File: config.mk
export PLATFORM = sky130hd
export DESIGN_NAME = wb_stage
export DESIGN_NICKNAME = d
export VERILOG_FILES = /design/src/rtl/wb_stage.sv
export SDC_FILE = /design/constraint.sdc
export NUM_CORES = 1
export LEC_CHECK = 0
export BUFFER_PORTS_ARGS = -buffer_cell sky130_fd_sc_hd__buf_2
export CELL_PAD_IN_SITES_DETAIL_PLACEMENT = 0
export CELL_PAD_IN_SITES_GLOBAL_PLACEMENT = 2
export CORE_MARGIN = 1
export CORE_UTILIZATION = 34
export DETAILED_ROUTE_END_ITERATION = 8
export PLACE_DENSITY = 0.95
export SYNTH_ARGS = -nofsm -noshare
export SYNTH_HDL_FRONTEND = slang
export SYNTH_SLANG_ARGS = --single-unit
export TNS_END_PERCENT = 100
File: constraint.sdc
create_clock -name clk -period 6.7 [get_ports clk]
set_input_delay 0.335 -clock clk [delete_from_list [all_inputs] [get_ports clk]]
set_output_delay 0.335 -clock clk [all_outputs]
set_load 0.02 [all_outputs]
File: src/rtl/wb_stage.sv
// wb_stage: writeback register, load-data formatting and the single GPR write
// port, shared with long-latency results queued in a small FIFO.
// Optional feature macro: YT_WB_SUBWORD_LOAD_EN (enables LH/LHU/LB/LBU extraction;
// without it every load writes the raw memory word).
module wb_stage #(
    parameter int FIFO_DEPTH = 2
) (
    input  logic        clk,
    input  logic        reset,
    input  logic        i_stall,
    input  logic        i_flush,
    input  logic        i_mem_valid,
    input  logic        i_mem_we,
    input  logic [4:0]  i_mem_waddr,
    input  logic [31:0] i_mem_result,
    input  logic        i_mem_is_load,
    input  logic [2:0]  i_mem_load_type,
    input  logic [1:0]  i_mem_byte_off,
    input  logic [31:0] i_mem_rdata,
    input  logic        i_lr_valid,
    output logic        o_lr_ready,
    input  logic [4:0]  i_lr_waddr,
    input  logic [31:0] i_lr_wdata,
    output logic        o_rf_we,
    output logic [4:0]  o_rf_waddr,
    output logic [31:0] o_rf_wdata,
    output logic [31:0] o_pending_mask
);
    localparam int PTR_W = (FIFO_DEPTH > 1) ? $clog2(FIFO_DEPTH) : 1;
    localparam int CNT_W = PTR_W + 1;

    typedef struct packed {
        logic        valid;
        logic        we;
        logic [4:0]  waddr;
        logic        is_load;
        logic [2:0]  load_type;
        logic [1:0]  byte_off;
        logic [31:0] result;
        logic [31:0] rdata;
        logic        done;
    } wb_reg_t;

    wb_reg_t           wb;
    logic              pipe_req;
    logic [31:0]       load_data;
    logic [31:0]       wb_data;

    logic [4:0]        fifo_addr [FIFO_DEPTH];
    logic [31:0]       fifo_data [FIFO_DEPTH];
    logic [PTR_W-1:0]  rd_ptr;
    logic [PTR_W-1:0]  wr_ptr;
    logic [CNT_W-1:0]  count;
    logic              push;
    logic              pop;

    // done blocks a second write while a stalled instruction sits in WB
    assign pipe_req = !reset && wb.valid && wb.we && (wb.waddr != 5'd0) && !wb.done;

    // WB register: reset > flush > stall (hold, remember the write) > capture
    always_ff @(posedge clk) begin
        if (reset) begin
            wb <= '0;
        end else if (i_flush) begin
            wb.valid <= 1'b0;
        end else if (i_stall) begin
            if (pipe_req) wb.done <= 1'b1;
        end else begin
            wb.valid     <= i_mem_valid;
            wb.we        <= i_mem_we;
            wb.waddr     <= i_mem_waddr;
            wb.is_load   <= i_mem_is_load;
            wb.load_type <= i_mem_load_type;
            wb.byte_off  <= i_mem_byte_off;
            wb.result    <= i_mem_result;
            wb.rdata     <= i_mem_rdata;
            wb.done      <= 1'b0;
        end
    end

`ifdef YT_WB_SUBWORD_LOAD_EN
    logic [15:0] ld_half;
    logic [7:0]  ld_byte;

    // little-endian sub-word extraction with sign/zero extension
    always_comb begin
        ld_half = wb.byte_off[1] ? wb.rdata[31:16] : wb.rdata[15:0];
        unique case (wb.byte_off)
            2'd0:    ld_byte = wb.rdata[7:0];
            2'd1:    ld_byte = wb.rdata[15:8];
            2'd2:    ld_byte = wb.rdata[23:16];
            default: ld_byte = wb.rdata[31:24];
        endcase
        case (wb.load_type)
            3'd1:    load_data = {{16{ld_half[15]}}, ld_half};
            3'd2:    load_data = {16'd0, ld_half};
            3'd3:    load_data = {{24{ld_byte[7]}}, ld_byte};
            3'd4:    load_data = {24'd0, ld_byte};
            default: load_data = wb.rdata;
        endcase
    end
`else
    // sub-word support compiled out: the type/offset fields are carried but ignored
    logic unused_ld_fields;
    assign unused_ld_fields = ^{wb.load_type, wb.byte_off};
    assign load_data = wb.rdata;
`endif

    assign wb_data = wb.is_load ? load_data : wb.result;

    // ready depends only on the registered count, so a same-cycle pop never raises it
    assign o_lr_ready = !reset && (count < CNT_W'(FIFO_DEPTH));
    assign push       = i_lr_valid && o_lr_ready && (i_lr_waddr != 5'd0);
    assign pop        = !reset && !pipe_req && (count != '0);

    // FIFO payload storage, written only on a real push
    always_ff @(posedge clk) begin
        if (push) begin
            fifo_addr[wr_ptr] <= i_lr_waddr;
            fifo_data[wr_ptr] <= i_lr_wdata;
        end
    end

    // FIFO pointers and occupancy; pointers wrap naturally (power-of-2 depth)
    always_ff @(posedge clk) begin
        if (reset) begin
            rd_ptr <= '0;
            wr_ptr <= '0;
            count  <= '0;
        end else begin
            if (push) wr_ptr <= wr_ptr + 1'b1;
            if (pop)  rd_ptr <= rd_ptr + 1'b1;
            case ({push, pop})
                2'b10:   count <= count + 1'b1;
                2'b01:   count <= count - 1'b1;
                default: count <= count;
            endcase
        end
    end

    // write port: pipeline first, otherwise drain the FIFO head, otherwise all zero
    always_comb begin
        o_rf_we    = 1'b0;
        o_rf_waddr = 5'd0;
        o_rf_wdata = 32'd0;
        if (pipe_req) begin
            o_rf_we    = 1'b1;
            o_rf_waddr = wb.waddr;
            o_rf_wdata = wb_data;
        end else if (pop) begin
            o_rf_we    = 1'b1;
            o_rf_waddr = fifo_addr[rd_ptr];
            o_rf_wdata = fifo_data[rd_ptr];
        end
    end

    // pending mask: an entry is live if its distance from the head is below count
    always_comb begin
        logic [PTR_W-1:0] off;
        off            = '0;
        o_pending_mask = 32'd0;
        if (!reset) begin
            for (int i = 0; i < FIFO_DEPTH; i++) begin
                off = PTR_W'(i) - rd_ptr;
                if ({1'b0, off} < count) o_pending_mask[fifo_addr[i]] = 1'b1;
            end
        end
    end
endmodule
==> flow_summary_export.csv, run 1 <==
group,metric,value,unit
outcome,status,"finished clean",
clock_tree,cts_hold_buf,0,
sta,hold_slack,0.0894,ns
floorplanning,fp.coreArea,0.0190,sq mm
sta,min_period_over_period,0.416,
setup_path,endpoint_kind,"output port",
floorplanning,io_pins,190,
grt,grt_pass1_vias,5234,
setup_path,cp-startpoint,"wb[75]",
setup_path,reg2regPathDepth,7,
clock_tree,cts_tree,"yes",
clock_tree,clock-sinks,152,
setup_path,r2r-start,"wb[77]",
synthesis,synth_ff_type,"dfxtp_1",
hold_path,holdPathEnd,"fifo_data[0][15]",
synthesis,async_reset_ff_frac,0,
synthesis,synth.yosys.seq_area_share,0.568,
floorplanning,die-width,142,microns
synthesis,syn-cell-area,0.00666,sq mm
setup_path,critPathMaxFanout,22,
sta,finalHoldViolCount,0,
detailed_routing,drtIter0Drc,202,
synthesis,synth-edff-count,74,
clock_tree,clk_latency,0.43,ns
detailed_routing,vias_per_cell,4.90,
hold_path,hp-start,"i_lr_wdata[15]",
clock_tree,root_buffer,"clkbuf_16",
setup_path,r2r_slack,4.45,ns
detailed_routing,wl_per_cell,16.0,microns
floorplanning,die-height,142,microns
job,drv_cap,0,
synthesis,synthCells,668,
sta,relSlewSlack,0.337,
final_layout,regArea,0.00379,sq mm
grt,grt_usage,0.180,
power_and_ir_drop,p_leak,3.14,nW
power_and_ir_drop,p_per_area,299,mW/mm^2
sta,period_minus_slack,2.79,ns
final_layout,nets,950,
synthesis,synth_seq_cells,152,
setup_path,start_kind,"flop",
detailed_routing,totalWireLength,17600,microns
detailed_routing,route.detailed.drc,0,
setup_path,r2r-end,"count[1]",
grt,grt_overflow_total,0,
sta,worstMarginPinSlew,0.994,ns
floorplanning,num_rows,50,
hold_path,hp-class,"in2reg",
placed_design,dp_hpwl,11400,microns
sta,skew,0.00766,ns
grt,grt_max_degree,88,
clock_tree,cts.repair.resized,0,
power_and_ir_drop,ir_drop,0.000197,V
detailed_routing,ant_nets,0,
synthesis,synth_top_area_cell,"edfxtp_1",
sta,drv_slew,0,
synthesis,synthTopCellsByCount,"nand2_1, dfxtp_1, a21oi_1, edfxtp_1, mux2i_1",
hold_path,whs_path_depth,1,
setup_path,crit_type,"reg2out",
synthesis,ys_top_cells_by_area,"edfxtp_1, dfxtp_1, mux2i_1",
synthesis,synth_top_area_share,0.334,
clock_tree,postCtsSetupBuffers,0,
clock_tree,cts_max_path_buffers,2,
detailed_routing,drt_pass1_iterations,4,
synthesis,syn-num-nets,788,
setup_path,critPathArrivalTime,2.45,ns
final_layout,drive_above_1_share,0.281,
setup_path,crit_required,6.36,ns
grt,antenna_found_initial,2,
sta,max_clock_freq,359,MHz
synthesis,yosysMostFrequentCell,"nand2_1",
placed_design,place.gp.congestion,0.831,
synthesis,yosys_warnings,0,
sta,rsz0062_at_grt,"false",
floorplanning,start_util,0.351,
final_layout,multi_input_area,0.00266,sq mm
setup_path,path_cells,"nor3_2, a21oi_1, nand2_1, buf_4, o21ai_0, buf_2",
sta,setup_viol_count_final,0,
floorplanning,die_area,0.0201,sq mm
synthesis,synth_cell_type_count,34,
final_layout,fill_cells,1883,
placed_design,io_buffers,184,
setup_path,slowest_delay,0.43,ns
final_layout,area_growth,25.6,%
grt,grt_pass1_wl,27300,microns
setup_path,crit_slowest_cell,"nand2_1",
sta,finalSetupTns,0,ns
detailed_routing,vias,5415,
clock_tree,clkTransAtPathRegs,0.07,ns
synthesis,syn-mean-instance-area,9.97,sq um
clock_tree,cts_buffers,17,
clock_tree,htreeDepth,4,
==> logic make-up (layout without fill, tap and decap cells) <==
kind of cell    count (synthesis)  in the layout  share of synthesized area
simple gates                  238            238                      0.158
mux                            72             72                      0.109
buf+inv                        52            227                     0.0359
flops                         152            152                      0.568
compound gates                151            151                      0.125
other cells                     0              1                          0
fa+ha+maj                       1              1                    0.00188
xor+xnor                        2              2                    0.00263
==> per-layer routing <==
layer | track usage | up-vias | routed length (microns)
li1 | - | 2698 | -
met1 | 0.215 | 2535 | 7780
met2 | 0.302 | 160 | 8370
met3 | 0.0633 | 20 | 1290
met4 | 0.0572 | 2 | 184
met5 | 0 | - | 13
==> state kept, by name, summed over array words and instances (netlist names), named ones only <==
| name | flops |
|---|---|
| fifo_data | 64 |
| wr_ptr | 1 |
| rd_ptr | 1 |
| fifo_addr | 10 |
| load_data | 32 |
| wb | 41 |
| count | 2 |
==> how the worst max path moves through the flow <==
stage | slack [ns] | endpoint
after detailed placement | 3.98 | o_rf_wdata[31]
after floorplan | 3.81 | fifo_addr[0][0]
after CTS | 3.86 | o_rf_wdata[31]
after global placement | 3.97 | o_rf_wdata[17]
after global routing | 3.73 | o_rf_wdata[31]
final | 3.91 | o_rf_wdata[22]
==> area by class of cell <==
| cell class | count | area share |
|---|---|---|
| multi-input combinational | 464 | 0.318 |
| tap | 260 | 0.0389 |
| clock buffer | 17 | 0.0509 |
| antenna | 1 | 0.000299 |
| sequential | 152 | 0.453 |
| inverter | 3 | 0.00135 |
| clock inverter | 15 | 0.0201 |
| timing repair buffer | 192 | 0.118 |
==> layout by cell type, fill, tap and decap left out, types with 2 or more instances in the layout <==
cell type / netlist / layout
a21oi_1: 76 / 76
buf_2: 11 / 183
buf_4: 4 / 9
clkbuf_16: 0 / 17
clkinv_8: 0 / 4
dfxtp_1: 78 / 76
dfxtp_2: 0 / 2
edfxtp_1: 74 / 74
inv_1: 3 / 3
inv_6: 0 / 6
inv_8: 0 / 4
mux2_2: 2 / 2
mux2i_1: 70 / 70
nand2_1: 163 / 163
nand3_1: 4 / 4
nor2_1: 16 / 13
nor2_4: 0 / 3
nor2b_1: 8 / 8
nor3_1: 2 / 2
o21ai_0: 34 / 34
o21ai_1: 2 / 2
o22ai_1: 32 / 32
o31ai_1: 5 / 5
or3_1: 36 / 36
or3b_1: 2 / 2
==> critical path, delay by kind of cell, from the launching register on <==
family                 cells  cell delay [ns]
AOI/OAI and AO/OA          2             0.35
buffers and inverters      2             0.55
and+or+nand+nor            2             0.79
DFF                        1             0.33
==> metrics by stage <==
step	area, sq um	worst slack [ns]	util	total power [W]	std cells
floorplan	6660	3.81	-	0.00143	668
global placement	7760	3.97	0.410	0.00157	1071
detailed placement	7760	3.98	0.410	0.00158	1071
CTS	8360	3.86	0.441	0.00253	1103
global route	8360	3.73	0.441	0.00261	1103
finish	8360	3.91	0.441	0.00250	1104
==> power by group <==
| group | internal [W] | switching, W |
|---|---|---|
| Clock | 0.000502 | 0.000441 |
| Sequential | 0.00104 | 0.0000474 |
| Combinational | 0.000182 | 0.000286 |
(Power assumes the default switching activity.)
==> run 2: changes to the inputs <==
--- a/config.mk
+++ b/config.mk
@@ -5,13 +5,14 @@
 export SDC_FILE = /design/constraint.sdc
 export NUM_CORES = 1
 export LEC_CHECK = 0
+export ABC_AREA = 1
 export BUFFER_PORTS_ARGS = -buffer_cell sky130_fd_sc_hd__buf_2
 export CELL_PAD_IN_SITES_DETAIL_PLACEMENT = 0
 export CELL_PAD_IN_SITES_GLOBAL_PLACEMENT = 2
 export CORE_MARGIN = 1
-export CORE_UTILIZATION = 34
+export CORE_UTILIZATION = 27
 export DETAILED_ROUTE_END_ITERATION = 8
-export PLACE_DENSITY = 0.95
+export PLACE_DENSITY = 0.85
 export SYNTH_ARGS = -nofsm -noshare
 export SYNTH_HDL_FRONTEND = slang
 export SYNTH_SLANG_ARGS = --single-unit
==> constraint.sdc (replaced) <==
create_clock -name clk -period 2.4 [get_ports clk]
set_input_delay 0.12 -clock clk [delete_from_list [all_inputs] [get_ports clk]]
set_output_delay 0.12 -clock clk [all_outputs]
set_load 0.02 [all_outputs]
==> run 2 against run 1 <==
  * Area after synthesis rose by 7.7%
  * Synthesized cell count rose by 29%
  * Largest power group unchanged
  * Power rose to 2.9 times the previous value
  * Sequential share of layout area fell by 7.8 points
  * Critical path type unchanged
  * Non-clock buffer count rose by 116
  * Die area rose by 35%
  * Final cell count rose by 35%
  * Routed wire length rose by 24%
==> flow_summary_export.csv, run 2 <==
group,metric,value,unit
detailed_routing,drtIter0Drc,325,
setup_path,r2r_slack,0.49,ns
hold_path,hp-class,"in2reg",
final_layout,layout_common_cells,"nand2_1, buf_2, nor2_1",
placed_design,place.gp.congestion,0.840,
setup_path,crit_family,"compound AO/OA/AOI/OAI gates",
sta,min_period_over_period,0.892,
final_layout,drive_above_1_share,0.258,
clock_tree,postCtsSetupBuffers,0,
synthesis,synthCells,865,
clock_tree,cts_max_path_buffers,2,
clock_tree,cts_tree,"yes",
clock_tree,htreeDepth,4,
setup_path,path_cells,"inv_2, o21ai_4, nand3_1, a21oi_1, buf_2",
floorplanning,die_area,0.0272,sq mm
setup_path,critPathArrivalTime,2.02,ns
detailed_routing,ant_nets,0,
sta,finalHoldViolCount,0,
hold_path,hp-start,"i_flush",
detailed_routing,vias_per_cell,4.40,
sta,setup_viol_count_final,0,
floorplanning,start_util,0.275,
final_layout,largest_reg_flops,64,
sta,relSlewSlack,0.474,
placed_design,dp_hpwl,14800,microns
floorplanning,io_pins,190,
final_layout,area_growth,40.8,%
detailed_routing,wl_per_cell,14.6,microns
synthesis,syn-mean-instance-area,8.29,sq um
final_layout,nets,1264,
grt,grt_overflow_total,0,
setup_path,slowest_delay,0.59,ns
synthesis,synth_top_area_cell,"edfxtp_1",
synthesis,synth_cell_type_count,32,
sta,max_clock_freq,467,MHz
setup_path,critPathMaxFanout,32,
floorplanning,die-height,165,microns
sta,finalSetupTns,0,ns
power_and_ir_drop,p_per_area,716,mW/mm^2
synthesis,synth.yosys.seq_area_share,0.528,
synthesis,synth_ff_type,"dfxtp_1",
clock_tree,clkTransAtPathRegs,0.06,ns
outcome,status,"finished clean",
detailed_routing,route.detailed.drc,0,
synthesis,ys_top_cells_by_area,"edfxtp_1, dfxtp_1, nand2_1",
floorplanning,die-width,165,microns
setup_path,r2r-end,"count[1]",
final_layout,regMostFlops,"fifo_data",
synthesis,synth_seq_cells,152,
setup_path,crit_slowest_cell,"o21ai_4",
setup_path,start_kind,"flop",
clock_tree,clk_latency,0.41,ns
synthesis,syn-num-nets,985,
final_layout,fin_cells,1493,
grt,grt_pass1_vias,6378,
clock_tree,cts_buffers,17,
detailed_routing,drt_pass1_iterations,4,
final_layout,layout_commonest_cell,"nand2_1",
detailed_routing,vias,6571,
synthesis,synthTopCellsByCount,"nand2_1, nor2_1, o21ai_0, dfxtp_1, edfxtp_1",
synthesis,synth_top_area_share,0.310,
floorplanning,num_rows,59,
power_and_ir_drop,ir_drop,0.000418,V
synthesis,yosys_warnings,0,
hold_path,whs_path_depth,4,
placed_design,placedCellCount,1351,
setup_path,cp_num_buf_inv,2,
detailed_routing,totalWireLength,21800,microns
synthesis,async_reset_ff_frac,0,
clock_tree,root_buffer,"clkbuf_16",
setup_path,crit_required,2.28,ns
clock_tree,clock-sinks,152,
setup_path,endpoint_kind,"output port",
synthesis,syn-cell-area,0.00717,sq mm
setup_path,cp-startpoint,"count[0]",
grt,grt_usage,0.161,
grt,grt_pass1_wl,33100,microns
sta,worstMarginPinSlew,0.789,ns
setup_path,crit_type,"reg2out",
grt,grt_max_degree,71,
floorplanning,fp.coreArea,0.0261,sq mm
setup_path,reg2regPathDepth,7,
setup_path,r2r-start,"count[1]",
synthesis,synth-edff-count,74,
sta,drv_slew,0,
clock_tree,cts.repair.resized,0,
sta,skew,0.00641,ns
sta,rsz0062_at_grt,"false",
hold_path,holdPathEnd,"wb[77]",
placed_design,io_buffers,184,
sta,period_minus_slack,2.14,ns
synthesis,yosysMostFrequentCell,"nand2_1",
grt,antenna_found_initial,1,
power_and_ir_drop,p_leak,4.59,nW
job,drv_cap,0,
run 2: cell count changes in the layout (fill, tap and decap cells not counted), sizes merged, moves of 7 or more:
cell,before,now
o21ai,36,81
a21oi,76,39
mux2,2,32
mux2i,70,0
o22ai,32,0
nor2,17,177
nor2b,8,0
dlygate4sd3,0,109
inv,13,43
nand2,163,250
or3,36,0
nand3,4,39
buf,192,199
run 2: worst min-delay path: stages:
cell,delay (ns)
buf_2,0.11
inv_1,0.06
nand2_1,0.05
a21oi_1,0.05
run 2: final cells by class:
type                            count  area, sq um
Multi-Input combinational cell    630         2980
Antenna cell                        1         2.50
Clock inverter                     13          138
Sequential cell                   152         3780
Tap cell                          335          419
Clock buffer                       19          464
Timing Repair Buffer              308         2160
Fill cell                        2732        16000
Inverter                           35          141
run 2: worst max-delay path by stage:
stage                         end  cells past startpoint  slack (ns)
3_5_place_dp             count[1]                      7        0.51
2_1_floorplan     fifo_addr[0][0]                      3        0.26
5_1_grt        o_pending_mask[24]                      5        0.05
4_1_cts        o_pending_mask[24]                      5        0.21
3_3_place_gp             count[1]                      7        0.53
6_report       o_pending_mask[24]                      5        0.26
run 2: cell families (layout without fill, tap and decap cells):
family / Yosys count / count (layout) / share of synthesized area
and+or+nand+nor: 476 / 476 / 0.275
DFF: 152 / 152 / 0.528
AOI/OAI and AO/OA: 120 / 120 / 0.0869
buffers and inverters: 83 / 375 / 0.0572
muxes: 32 / 32 / 0.0503
adders and majority gates: 1 / 1 / 0.00174
xor gates and xnor gates: 1 / 1 / 0.00122
other: 0 / 1 / 0
run 2: timing repair:
item,CTS,global route
endpoints found under the hold margin,146,0
hold buffers,109,0
setup endpoints to repair,0,0
run 2: per-stage QoR:
| stage | worst slack, ns | area [sq um] | utilization | total power (W) | hold slack [ns] |
|---|---|---|---|---|---|
| 4_1_cts | 0.210 | 10100 | 0.387 | 0.00731 | 0.0236 |
| 5_1_grt | 0.0469 | 10100 | 0.387 | 0.00759 | 0.0587 |
| 3_3_place_gp | 0.530 | 8400 | 0.322 | 0.00442 | 0.308 |
| 6_report | 0.259 | 10100 | 0.387 | 0.00723 | 0.0452 |
| 2_1_floorplan | 0.265 | 7170 | - | 0.00400 | 0.219 |
| 3_5_place_dp | 0.514 | 8400 | 0.322 | 0.00443 | 0.311 |
run 2: layer usage:
layer  vias to the layer above  wire [microns]  track usage
li1                       3376               -            -
met1                      3014            9460        0.189
met2                       163           10800        0.284
met3                        18            1200       0.0419
met4                         0             352       0.0480
met5                         -               0            0
run 2: power breakdown:
part / internal [W] / switching, W
Clock: 0.00163 / 0.00110
Combinational: 0.000558 / 0.000942
Sequential: 0.00289 / 0.000101
Total: 0.00508 / 0.00215
